File: config.mk
export PLATFORM = sky130hd
export DESIGN_NAME = uart_tx_flat
export DESIGN_NICKNAME = d
export VERILOG_FILES = /design/src/rtl/uart_tx_if.sv /design/src/rtl/uart_tx.sv /design/src/flat_wrapper.sv
export SDC_FILE = /design/constraint.sdc
export NUM_CORES = 1
export LEC_CHECK = 0
export CAP_MARGIN = 15
export CORE_UTILIZATION = 38
export DETAILED_ROUTE_END_ITERATION = 16
export SYNTH_ARGS = -nofsm -noshare
export SYNTH_HDL_FRONTEND = slang
export SYNTH_SLANG_ARGS = --single-unit
export TNS_END_PERCENT = 20
File: constraint.sdc
create_clock -name i_clk -period 3.4 [get_ports i_clk]
set_input_delay 0.34 -clock i_clk [delete_from_list [all_inputs] [get_ports i_clk]]
set_output_delay 0.34 -clock i_clk [all_outputs]
set_load 0.05 [all_outputs]
File: src/rtl/uart_tx_if.sv
// Byte handshake between the core and the UART transmitter.
interface uart_tx_if;
    logic       tx_byte_vld;
    logic [7:0] tx_byte;
    logic       tx_byte_rdy;

    modport master (output tx_byte_vld, output tx_byte, input tx_byte_rdy);
    modport slave  (input tx_byte_vld, input tx_byte, output tx_byte_rdy);
endinterface

File: src/rtl/uart_tx.sv
// 8N1 UART transmitter, LSB first, with a one-entry holding register so that
// consecutive frames leave the line with no idle gap.
module uart_tx #(
    parameter int CLKS_PER_BIT = 868
) (
    input  logic       i_clk,
    input  logic       i_rst,
    uart_tx_if.slave   bus,
    output logic       o_tx,
    output logic       o_tx_active,
    output logic       o_tx_done
);

    localparam int CNT_W = (CLKS_PER_BIT > 1) ? $clog2(CLKS_PER_BIT) : 1;
    localparam logic [CNT_W-1:0] CNT_LAST = CNT_W'(CLKS_PER_BIT - 1);
    localparam logic [CNT_W-1:0] CNT_DONE = CNT_W'(CLKS_PER_BIT - 2);

    typedef enum logic [3:0] {
        IDLE  = 4'b0001,
        START = 4'b0010,
        DATA  = 4'b0100,
        STOP  = 4'b1000
    } state_e;

    state_e           state_q;
    logic [CNT_W-1:0] cnt_q;
    logic [2:0]       idx_q;
    logic             hold_full_q;
    logic             tx_q;
    logic             done_q;
    logic [7:0]       hold_q, hold_d;
    logic [7:0]       shift_q, shift_d;

    logic rdy;
    logic accept;
    logic bit_end;
    logic load_shift;

    assign rdy        = !hold_full_q && !i_rst;
    assign accept     = bus.tx_byte_vld && rdy;
    assign bit_end    = (cnt_q == CNT_LAST);
    assign load_shift = hold_full_q && ((state_q == IDLE) || ((state_q == STOP) && bit_end));

    assign hold_d  = accept ? bus.tx_byte : hold_q;
    assign shift_d = load_shift ? hold_q : shift_q;

    assign bus.tx_byte_rdy = rdy;
    assign o_tx            = tx_q;
    assign o_tx_done       = done_q;
    assign o_tx_active     = state_q inside {START, DATA, STOP};

    // Byte storage carries no reset; hold_full_q alone says whether hold_q is meaningful.
    always_ff @(posedge i_clk) begin
        hold_q  <= hold_d;
        shift_q <= shift_d;
    end

    always_ff @(posedge i_clk or posedge i_rst) begin
        if (i_rst) begin
            state_q     <= IDLE;
            cnt_q       <= '0;
            idx_q       <= '0;
            hold_full_q <= 1'b0;
            tx_q        <= 1'b1;
            done_q      <= 1'b0;
        end else begin
            done_q <= 1'b0;
            if (accept) begin
                hold_full_q <= 1'b1;
            end
            case (state_q)
                IDLE: begin
                    cnt_q <= '0;
                    idx_q <= '0;
                    tx_q  <= 1'b1;
                    if (hold_full_q) begin
                        hold_full_q <= 1'b0;
                        tx_q        <= 1'b0;
                        state_q     <= START;
                    end
                end
                START: begin
                    if (bit_end) begin
                        cnt_q   <= '0;
                        tx_q    <= shift_q[0];
                        state_q <= DATA;
                    end else begin
                        cnt_q <= cnt_q + CNT_W'(1);
                    end
                end
                DATA: begin
                    if (bit_end) begin
                        cnt_q <= '0;
                        if (idx_q == 3'd7) begin
                            idx_q   <= '0;
                            tx_q    <= 1'b1;
                            state_q <= STOP;
                        end else begin
                            idx_q <= idx_q + 3'd1;
                            tx_q  <= shift_q[idx_q + 3'd1];
                        end
                    end else begin
                        cnt_q <= cnt_q + CNT_W'(1);
                    end
                end
                STOP: begin
                    // Registered one clock early so the pulse covers the last stop clock.
                    if (cnt_q == CNT_DONE) begin
                        done_q <= 1'b1;
                    end
                    if (bit_end) begin
                        cnt_q <= '0;
                        if (hold_full_q) begin
                            hold_full_q <= 1'b0;
                            tx_q        <= 1'b0;
                            state_q     <= START;
                        end else begin
                            state_q <= IDLE;
                        end
                    end else begin
                        cnt_q <= cnt_q + CNT_W'(1);
                    end
                end
                default: begin
                    state_q <= IDLE;
                    cnt_q   <= '0;
                    idx_q   <= '0;
                    tx_q    <= 1'b1;
                end
            endcase
        end
    end

endmodule
File: src/flat_wrapper.sv
// flat-port wrapper written by rule: the top's interface ports become plain ports
module uart_tx_flat 
#(
    parameter int CLKS_PER_BIT = 868
)
  (i_clk, i_rst, o_tx, o_tx_active, o_tx_done, bus_tx_byte_vld, bus_tx_byte, bus_tx_byte_rdy);
  uart_tx_if bus_i ();
  input  logic i_clk;
  input  logic i_rst;
  output logic o_tx;
  output logic o_tx_active;
  output logic o_tx_done;
  input wire logic [$bits(bus_i.tx_byte_vld)-1:0] bus_tx_byte_vld;
  input wire logic [$bits(bus_i.tx_byte)-1:0] bus_tx_byte;
  output wire logic [$bits(bus_i.tx_byte_rdy)-1:0] bus_tx_byte_rdy;
  assign bus_i.tx_byte_vld = bus_tx_byte_vld;
  assign bus_i.tx_byte = bus_tx_byte;
  assign bus_tx_byte_rdy = bus_i.tx_byte_rdy;
  uart_tx #(.CLKS_PER_BIT(CLKS_PER_BIT)) u_core (.i_clk(i_clk), .i_rst(i_rst), .bus(bus_i), .o_tx(o_tx), .o_tx_active(o_tx_active), .o_tx_done(o_tx_done));
endmodule
# Yosys cells after proc, flatten, opt, wreduce, memory -nomap -nowiden
# Cells that the tools add are included.
classes:
  addsub: 2
  n_lt_le_gt_ge: 1
  eq_ne: 13
  mux: 27
  n_bitwise: 1
  reduce_logical: 13
op_table:
  columns: ["cell", "count"]
  rows:
  - ["10-bit == test (second input constant)", 2]
  - ["10-bit two-way mux", 2]
  - ["4-bit two-way mux", 5]
  - ["4-bit one-hot mux with 4 select lines", 1]
  - ["1-bit two-way mux", 12]
  - ["10-bit by 1-bit adder with 10-bit output (second input constant)", 1]
  - ["2-bit by 1-bit inequality test with 1-bit output (second input constant)", 5]
  - ["3-bit two-way mux", 2]
  - ["3-bit one-hot mux with 2 select lines", 1]
  - ["5-bit AND reduction", 1]
  - ["4-bit by 1-bit == test with 1-bit output (second input constant)", 1]
  - ["4-bit by 2-bit == test with 1-bit output (second input constant)", 1]
  - ["4-bit by 3-bit == test with 1-bit output (second input constant)", 1]
  - ["4-bit == test (second input constant)", 1]
  - ["1-bit logical AND", 4]
  - ["3-bit by 4-bit less-than comparator with 1-bit output (second input constant)", 1]
  - ["1-bit one-hot mux with 4 select lines", 1]
  - ["4-bit AND reduction", 1]
  - ["3-bit by 1-bit adder with 3-bit output (second input constant)", 1]
  - ["1-bit binary-select mux with 3-bit select", 1]
  - ["3-bit == test (second input constant)", 1]
  - ["3-bit nonzero test", 1]
  - ["3-bit OR reduction", 1]
  - ["1-bit logical NOT", 2]
  - ["7 further kinds", 7]
word_totals:
  register_bits: 36
  input_bits: 11
  out_inout_bits: 4
  word_cells: 65

# Longest topological paths before layout
# Gate-level depths: netlist (run 1).
logic_depth:
  depth_word: 7
  ltp_mapped: 6
  mapped_depth_nobuf: 6

# Worst setup path before layout (run 1)
# Ideal clock, no wire load.
synth_path:
  path_type: "register -> register"
  from: "reg u_core.state_q[0]"
  to: "reg u_core.shift_q[0] (enable)"
  setup_time_ns: 0.375
  t_arrival_ns: 1.603
  t_required_ns: 3.025
  path_slack_ns: 1.422
  stages_incl_launch_ff: 5
  period_less_slack_ns: 1.978
  cell_sequence: "dfstp_2 > buf_6 > inv_1 > or4_1 > a21boi_1"
synth_between:
  elab_chain_len: 4
  elab_cells_between_ends: 5
synth_rtl:
  columns: ["item", "line", "text"]
  rows:
  - ["from (decl)", "uart_tx.sv:25", "state_e state_q;"]
  - ["from (signal assigned)", "uart_tx.sv:60", "state_q <= IDLE;"]
  - ["from (signal assigned)", "uart_tx.sv:79", "state_q <= START;"]
  - ["from (signal assigned)", "uart_tx.sv:86", "state_q <= DATA;"]
  - ["4-bit == test", "uart_tx.sv:42", "assign load_shift = hold_full_q && ((state_q == IDLE) || ((state_q == STOP) && bit_end));"]
  - ["1-bit logical AND", "uart_tx.sv:42", null]
  - ["1-bit logical OR (*)", "uart_tx.sv:42", null]
  - ["1-bit logical AND (*)", "uart_tx.sv:42", null]
  - ["named net u_core.load_shift", "uart_tx.sv:37", "logic load_shift;"]
  - ["to (signal assigned)", "uart_tx.sv:55", "shift_q <= shift_d;"]
  - ["to (decl)", "uart_tx.sv:32", "logic [7:0] shift_q, shift_d;"]
# The timed path passes the listed nets; every way through them passes the cells marked *.
# A chain may end at the register's enable or synchronous reset.

# Final worst setup path (run 1)
layout_path:
  from: "reg u_core.state_q[3]"
  to: "out o_tx_active"
layout_between:
  elab_chain_len: 2
  elab_cells_between_ends: 4
layout_rtl:
  columns: ["item", "line", "text"]
  rows:
  - ["4-bit by 2-bit == test with 1-bit output, or another cell as far along", "uart_tx.sv:50", "assign o_tx_active = state_q inside {START, DATA, STOP};"]
  - ["3-bit nonzero test (*)", "uart_tx.sv:50", null]
  - ["to (decl)", "flat_wrapper.sv:11", "output logic o_tx_active;"]
# Every way passes the cells marked *; elsewhere a longest branch is shown, timed or not.

==> results.tsv, run 1 <==
stage	metric	value	unit
placed_design	pre_cts_ws	1190	ps
worst_setup_path	rrSetupSlack	1170	ps
clock_network	insertion_delay	280	ps
global_routing	grt_max_degree	21	
worst_setup_path	crit_chain	xor2_1, o211ai_1, inv_1, clkdlybuf4s50_1	
worst_setup_path	cp_max_fo	14	
global_routing	grt_overflow_total	0	
global_routing	grt_first_pass_wirelength	4590	µm
clock_network	postCtsSetupRepairBufs	0	
sta	rsz0062_at_grt	no	
synthesis	netlist_area	1700	µm²
worst_setup_path	critPathMaxStageDelay	790	ps
sta	fin_setup_tns	0	ps
global_routing	antenna_found_initial	0	
synthesis	synth-edff-count	16	
synthesis	synth.top_cells.by_count	dfrtp_1 (18), edfxtp_1 (16), nor2_1 (14)	
power_and_ir_drop	p_seq_share	49.9	%
synthesis	synth_top_cell_by_area	edfxtp_1	
worst_setup_path	r2r_end	u_core.shift_q[2]	
power_and_ir_drop	power_density	587	nW/µm²
sta	hold_violations	0	
routing	drc	0	
clock_network	clkSinkCount	36	
synthesis	synth-async-reset-ratio	55.6	%
flow_run	drv_cap	0	
layout	drive_gt1_share	12.1	%
power_and_ir_drop	netSwitchingFraction	28.1	%
sta	max_slew_margin	49.3	%
worst_hold_path	min-delay-path-class	reg -> reg	
routing	wl_met3	92	µm
synthesis	ys_ff_latch	36	
routing	drt-met1-wl	1370	µm
sta	period_minus_slack	2450	ps
layout	layout.cells.non_filler	207	
floorplan	start_util	41.0	%
sta	fmax	407	MHz
worst_setup_path	crit_family	buffers and inverters	
power_and_ir_drop	p_switching	0.000326	W
power_and_ir_drop	p_clk_share	31.3	%
routing	firstDrtPassIters	4	
clock_network	cts_tree	yes	
global_routing	grt_pass1_vias	1047	
routing	wl_per_cell	13.5	µm
synthesis	synth_cell_types	46	
worst_setup_path	crit_arrival	2110	ps
sta	finalCritPeriodShare	72.2	%
floorplan	fp.dieW	68.9	µm
floorplan	die_h	68.9	µm
clock_network	cts.reportedPaths.clkPinSlew	70	ps
placed_design	place_congestion	0.779	
synthesis	synth_most_common_cell	dfrtp_1	
power_and_ir_drop	peakVddDrop	0.337	mV
synthesis	synth_fp_nets	156	
floorplan	rows	23	
placed_design	placed_cells	199	
outcome	status	completed	
synthesis	synth_top_flop_cell	dfrtp_1	
synthesis	yosysWarnings	0	
floorplan	ioPinCount	15	
worst_hold_path	holdPathStages	0	
layout	area_growth	16.3	%
layout	fillers	386	
placed_design	dp_hpwl	1980	µm
routing	wl	2800	µm
worst_setup_path	worstSetupEndpointType	output port	
worst_hold_path	holdPathEnd	u_core.shift_q[0]	
sta	fin_ws	946	ps
synthesis	synth.area.top_cells	edfxtp_1 (28%), dfrtp_1 (26%), dfstp_2 (3.1%), nor2_1 (3.1%), ha_1 (2.9%)	
worst_setup_path	crit_type	reg -> out	
worst_setup_path	cp.required	3060	ps
sta	maxSlewViolCount	0	
clock_network	cts_hold_buffers	0	
floorplan	die_area	4750	µm²
placed_design	place_area	1870	µm²
sta	setup_viol	0	
routing	viasPerCell	5.25	
worst_hold_path	hold_start	u_core.hold_q[0]	
power_and_ir_drop	p_comb_share	18.8	%
synthesis	syn_area_per_cell	12.1	µm²
clock_network	cts_root_buf	clkbuf_8	
worst_setup_path	regToRegStartpoint	u_core.cnt_q[4]	
routing	vias	1087	
clock_network	cts_buffers	5	
global_routing	grt_usage	13.9	%
worst_setup_path	r2r.worst_path.cells	4	
routing	wl_met2	1280	µm
layout	postLayoutCellArea	1980	µm²
floorplan	coreArea	4140	µm²
synthesis	synthCells	141	
clock_network	h-tree-depth	2	
layout	nets	171	
synthesis	synth-seq-area-share	57.8	%
sta	finalClockSkew	5.75	ps
synthesis	netlist.area_leader.share	28.3	%
sta	worst_pin_slew	760	ps
placed_design	port_buffers	14	
routing	drt_iter0_markers	49	
clock_network	cts_resized	0	
power_and_ir_drop	internal_power	0.000833	W
power_and_ir_drop	p_leak	0.750	nW
worst_setup_path	crit_slowest_cell	clkdlybuf4s50_1	
worst_setup_path	critPathBufInv	2	
worst_setup_path	cp-start-kind	flop	
routing	antenna_left	0	
clock_network	clock_path_buffers	2	
routing	highest-signal-layer	met4	
sta	hold_slack	419	ps
layout	n_antenna_cell	0	
state kept, by name (all words and copies together), names as in the netlist:
register / cells
u_core.cnt_q: 10
u_core.o_tx_done: 1
u_core.shift_q: 8
u_core.state_q: 4
u_core.idx_q: 3
u_core.hold_q: 8
u_core.o_tx: 1
u_core.hold_full_q: 1
through the flow:
| stage | util, % | power (W) |
|---|---|---|
| finish | 47.7 | 0.00116 |
| global route | 47.7 | 0.00121 |
| CTS | 47.7 | 0.00117 |
| detailed placement | 45.1 | 0.000805 |
| global placement | 45.1 | 0.000802 |
| floorplan | - | 0.000752 |
routing by layer:
layer  track usage [%]  vias to the layer above
met1              17.9                      525
li1                  -                      539
met3              3.95                        5
met4              8.42                        0
met5                 0                        -
met2              20.5                       18
worst reg2reg max path, delay by kind of cell (launching register included):
| kind | cells | cell delay (ps) |
|---|---|---|
| and+or+nand+nor | 3 | 800 |
| AOI/OAI and AO/OA | 1 | 610 |
| DFF | 1 | 450 |
kinds of logic after synthesis:
logic type	count (synthesis)	share of synthesized area, %
multiplexers	4	3.16
AO/OA/AOI/OAI	25	10.0
XOR/XNOR	7	3.61
buffers and inverters	11	3.31
flip-flops	36	57.8
adder cells (fa/ha/maj)	4	2.94
AND/OR/NAND/NOR	54	19.1
power by group through the flow:
stage               Sequential, W  Clock (W)  Combinational, W
floorplan                0.000574          0          0.000178
global placement         0.000585          0          0.000217
detailed placement       0.000587          0          0.000218
CTS                      0.000579   0.000376          0.000220
global route             0.000587   0.000387          0.000237
finish                   0.000579   0.000363          0.000218
worst max path at each step:
stage,slack (ps),start,end,depth (start not counted)
floorplan,1420,u_core.state_q[0],u_core.shift_q[0],4
global placement,1260,u_core.cnt_q[4],u_core.shift_q[5],4
detailed placement,1190,u_core.cnt_q[4],u_core.shift_q[5],4
CTS,940,u_core.state_q[3],o_tx_active,4
global route,850,u_core.state_q[3],o_tx_active,4
finish,950,u_core.state_q[3],o_tx_active,4
layout by cell type, fill, tap and decap left out, types with 2 or more instances in the layout:
cell	Yosys	routed
a21oi_1	7	7
a21oi_2	2	2
a22o_1	2	2
a31oi_1	2	2
and3_1	2	2
clkbuf_8	0	5
clkdlybuf4s50_1	0	14
dfrtp_1	18	18
dfstp_2	2	2
edfxtp_1	16	16
ha_1	4	4
inv_1	4	4
mux2i_1	2	2
nand2_1	5	5
nand2b_1	5	5
nand3_1	6	6
nand3b_1	3	3
nor2_1	14	14
nor3_1	4	4
nor3b_1	2	2
o21ai_0	3	3
o21ai_1	2	2
o22a_1	2	2
or3_1	2	2
xnor2_1	3	3
xor2_1	4	4
area by class of cell:
type                    count  area (µm²)  share of cell area, %
clock buffers               6        72.6                   3.67
well taps                  50        62.6                   3.16
multi-input cells          94         661                   33.4
flip-flops and latches     36         983                   49.7
clock inverters             2        35.0                   1.77
inverters                   4        15.0                  0.759
repair buffers             15         148                   7.47
Power figures use the tool's default switching activity.
==> run 2: changes to the inputs <==
==> constraint.sdc (replaced) <==
create_clock -name i_clk -period 2.1 [get_ports i_clk]
set_input_delay 0.21 -clock i_clk [delete_from_list [all_inputs] [get_ports i_clk]]
set_output_delay 0.21 -clock i_clk [all_outputs]
set_load 0.05 [all_outputs]
==> run 2 against run 1 <==
Compared with the run above: non-clock buffer count up 4; clock skew shrank 1.9 ps; global-route usage rose by 1.1 points; clock power up 60%; register-to-register slack lost 890 ps; final cell count increased by 1.9%; largest power group unchanged; power up 63%; sequential share of layout area fell by 0.62 points; largest cell class unchanged; hold slack lost 98 ps.
==> results.tsv, run 2 (synthesis gave the netlist of run 1 again) <==
stage	metric	value	unit	change
floorplan	ioPinCount	15		unchanged
placed_design	dp_hpwl	2200	µm	+11%
sta	fin_ws	270	ps	-676 ps
floorplan	start_util	41.0	%	unchanged
sta	finalClockSkew	3.90	ps	-1.85 ps
sta	finalCritPeriodShare	87.1	%	
clock_network	cts_resized	0		unchanged
clock_network	h-tree-depth	2		unchanged
layout	final_cell_mix	dfrtp_1 (18), edfxtp_1 (16), nor2_1 (14)		
power_and_ir_drop	power_density	942	nW/µm²	+61%
power_and_ir_drop	p_leak	0.773	nW	+3.1%
layout	reg_top3	u_core.cnt_q: 10 flops, u_core.hold_q: 8 flops, u_core.shift_q: 8 flops		
floorplan	rows	23		unchanged
worst_setup_path	cp.required	1890	ps	-1170 ps
sta	fin_setup_tns	0	ps	unchanged
worst_setup_path	cp-start-kind	flop		
global_routing	antenna_found_initial	0		unchanged
clock_network	insertion_delay	280	ps	about the same
routing	antenna_left	0		unchanged
worst_setup_path	worstSetupEndpointType	output port		
sta	rsz0062_at_grt	no		
layout	layout_commonest_cell	dfrtp_1		
clock_network	cts_tree	yes		
routing	firstDrtPassIters	4		unchanged
layout	fillers	414		+7.3%
sta	max_slew_margin	65.8	%	+17 points
global_routing	grt_overflow_total	0		unchanged
worst_setup_path	crit_type	reg -> out		
worst_setup_path	crit_slowest_cell	clkdlybuf4s50_1		
flow_run	drv_cap	0		unchanged
routing	wl	2940	µm	+5.2%
placed_design	place_congestion	0.896		+15%
worst_setup_path	cp.depth	1		-3
worst_setup_path	cp_max_fo	2		-12
worst_setup_path	critPathMaxStageDelay	810	ps	+20 ps
layout	largest_register_ff_count	10		unchanged
routing	vias	1104		+1.6%
worst_setup_path	r2r_end	u_core.shift_q[6]		
sta	fmax	546	MHz	
clock_network	cts_root_buf	clkbuf_8		
routing	drc	0		unchanged
placed_design	port_buffers	14		unchanged
routing	wl_per_cell	13.9	µm	+3.2%
clock_network	postCtsSetupRepairBufs	0		unchanged
worst_hold_path	min-delay-path-class	in -> async		
placed_design	pre_cts_ws	292	ps	-899 ps
routing	viasPerCell	5.23		-0.36%
sta	hold_violations	0		unchanged
worst_setup_path	rrSetupSlack	280	ps	-890 ps
layout	top_register	u_core.cnt_q		
layout	area_growth	17.7	%	
sta	worst_pin_slew	511	ps	-249 ps
worst_setup_path	crit_chain	clkdlybuf4s50_1		
layout	postLayoutCellArea	2000	µm²	+1.3%
worst_setup_path	regToRegStartpoint	u_core.state_q[0]		
clock_network	cts_hold_buffers	0		unchanged
layout	nets	175		+2.3%
clock_network	clock_path_buffers	2		unchanged
power_and_ir_drop	peakVddDrop	0.428	mV	+27%
floorplan	die_area	4750	µm²	unchanged
placed_design	place_area	1890	µm²	+1.3%
worst_setup_path	critPathBufInv	1		-1
worst_setup_path	crit_family	buffers and inverters		
global_routing	grt_usage	14.9	%	+1.1 points
sta	maxSlewViolCount	0		unchanged
worst_setup_path	startpoint	u_core.o_tx		
clock_network	cts_buffers	5		unchanged
layout	final-seq-area	983	µm²	unchanged
layout	n_antenna_cell	0		unchanged
worst_setup_path	r2r.worst_path.cells	4		unchanged
routing	drt_iter0_markers	46		-6.1%
worst_setup_path	cp-endpoint	o_tx		
layout	drive_gt1_share	15.5	%	+3.4 points
outcome	status	completed		
power_and_ir_drop	power	0.00188	W	+63%
global_routing	grt_pass1_vias	1044		-0.29%
worst_setup_path	crit_arrival	1620	ps	-490 ps
clock_network	cts.reportedPaths.clkPinSlew	70	ps	about the same
clock_network	clkSinkCount	36		unchanged
global_routing	grt_first_pass_wirelength	4910	µm	+6.9%
layout	multi_input_area	661	µm²	unchanged
sta	setup_viol	0		unchanged
global_routing	grt_max_degree	21		unchanged
floorplan	die_h	68.9	µm	unchanged
floorplan	coreArea	4140	µm²	unchanged
floorplan	fp.dieW	68.9	µm	unchanged
layout	finish.utilization	48.3	%	+0.60 points
sta	period_minus_slack	1830	ps	
-- run 2: how the worst min path moves through the flow --
stage	start	endpoint	slack, ps	depth (start not counted)
4_1_cts	i_rst	u_core.hold_full_q	320	3
5_1_grt	i_rst	u_core.cnt_q[2]	360	3
3_3_place_gp	u_core.hold_q[5]	u_core.shift_q[5]	410	0
6_report	i_rst	u_core.cnt_q[0]	320	3
2_1_floorplan	i_rst	u_core.cnt_q[0]	170	1
3_5_place_dp	u_core.hold_q[4]	u_core.shift_q[4]	400	0
-- run 2: stage by stage --
stage / hold WS, ps / instances
4_1_cts: 321 / 211
3_3_place_gp: 409 / 203
3_5_place_dp: 405 / 203
2_1_floorplan: 172 / 141
6_report: 321 / 211
5_1_grt: 355 / 211
-- run 2: layer usage --
metal | track usage, % | vias up | wire length (µm)
li1 | - | 549 | -
met1 | 18.4 | 540 | 1340
met2 | 22.9 | 13 | 1470
met3 | 5.26 | 2 | 103
met4 | 7.65 | 0 | 29
met5 | 0 | - | 0
-- run 2: layout make-up --
type,instances,area share [%]
Clock buffer,6,3.62
Multi-Input combinational cell,94,33.0
Tap cell,50,3.13
Timing Repair Buffer,19,8.63
Clock inverter,2,1.75
Inverter,4,0.750
Sequential cell,36,49.1
-- run 2: tightest hold or removal path, delay by kind of cell --
family	cells	cell delay (ps)
buffers and inverters	3	760
-- run 2: power by group --
part	internal, W	switching (W)	leakage [nW]
clock	0.000352	0.000227	0.0552
combinational	0.000156	0.000214	0.299
sequential	0.000853	0.0000830	0.419
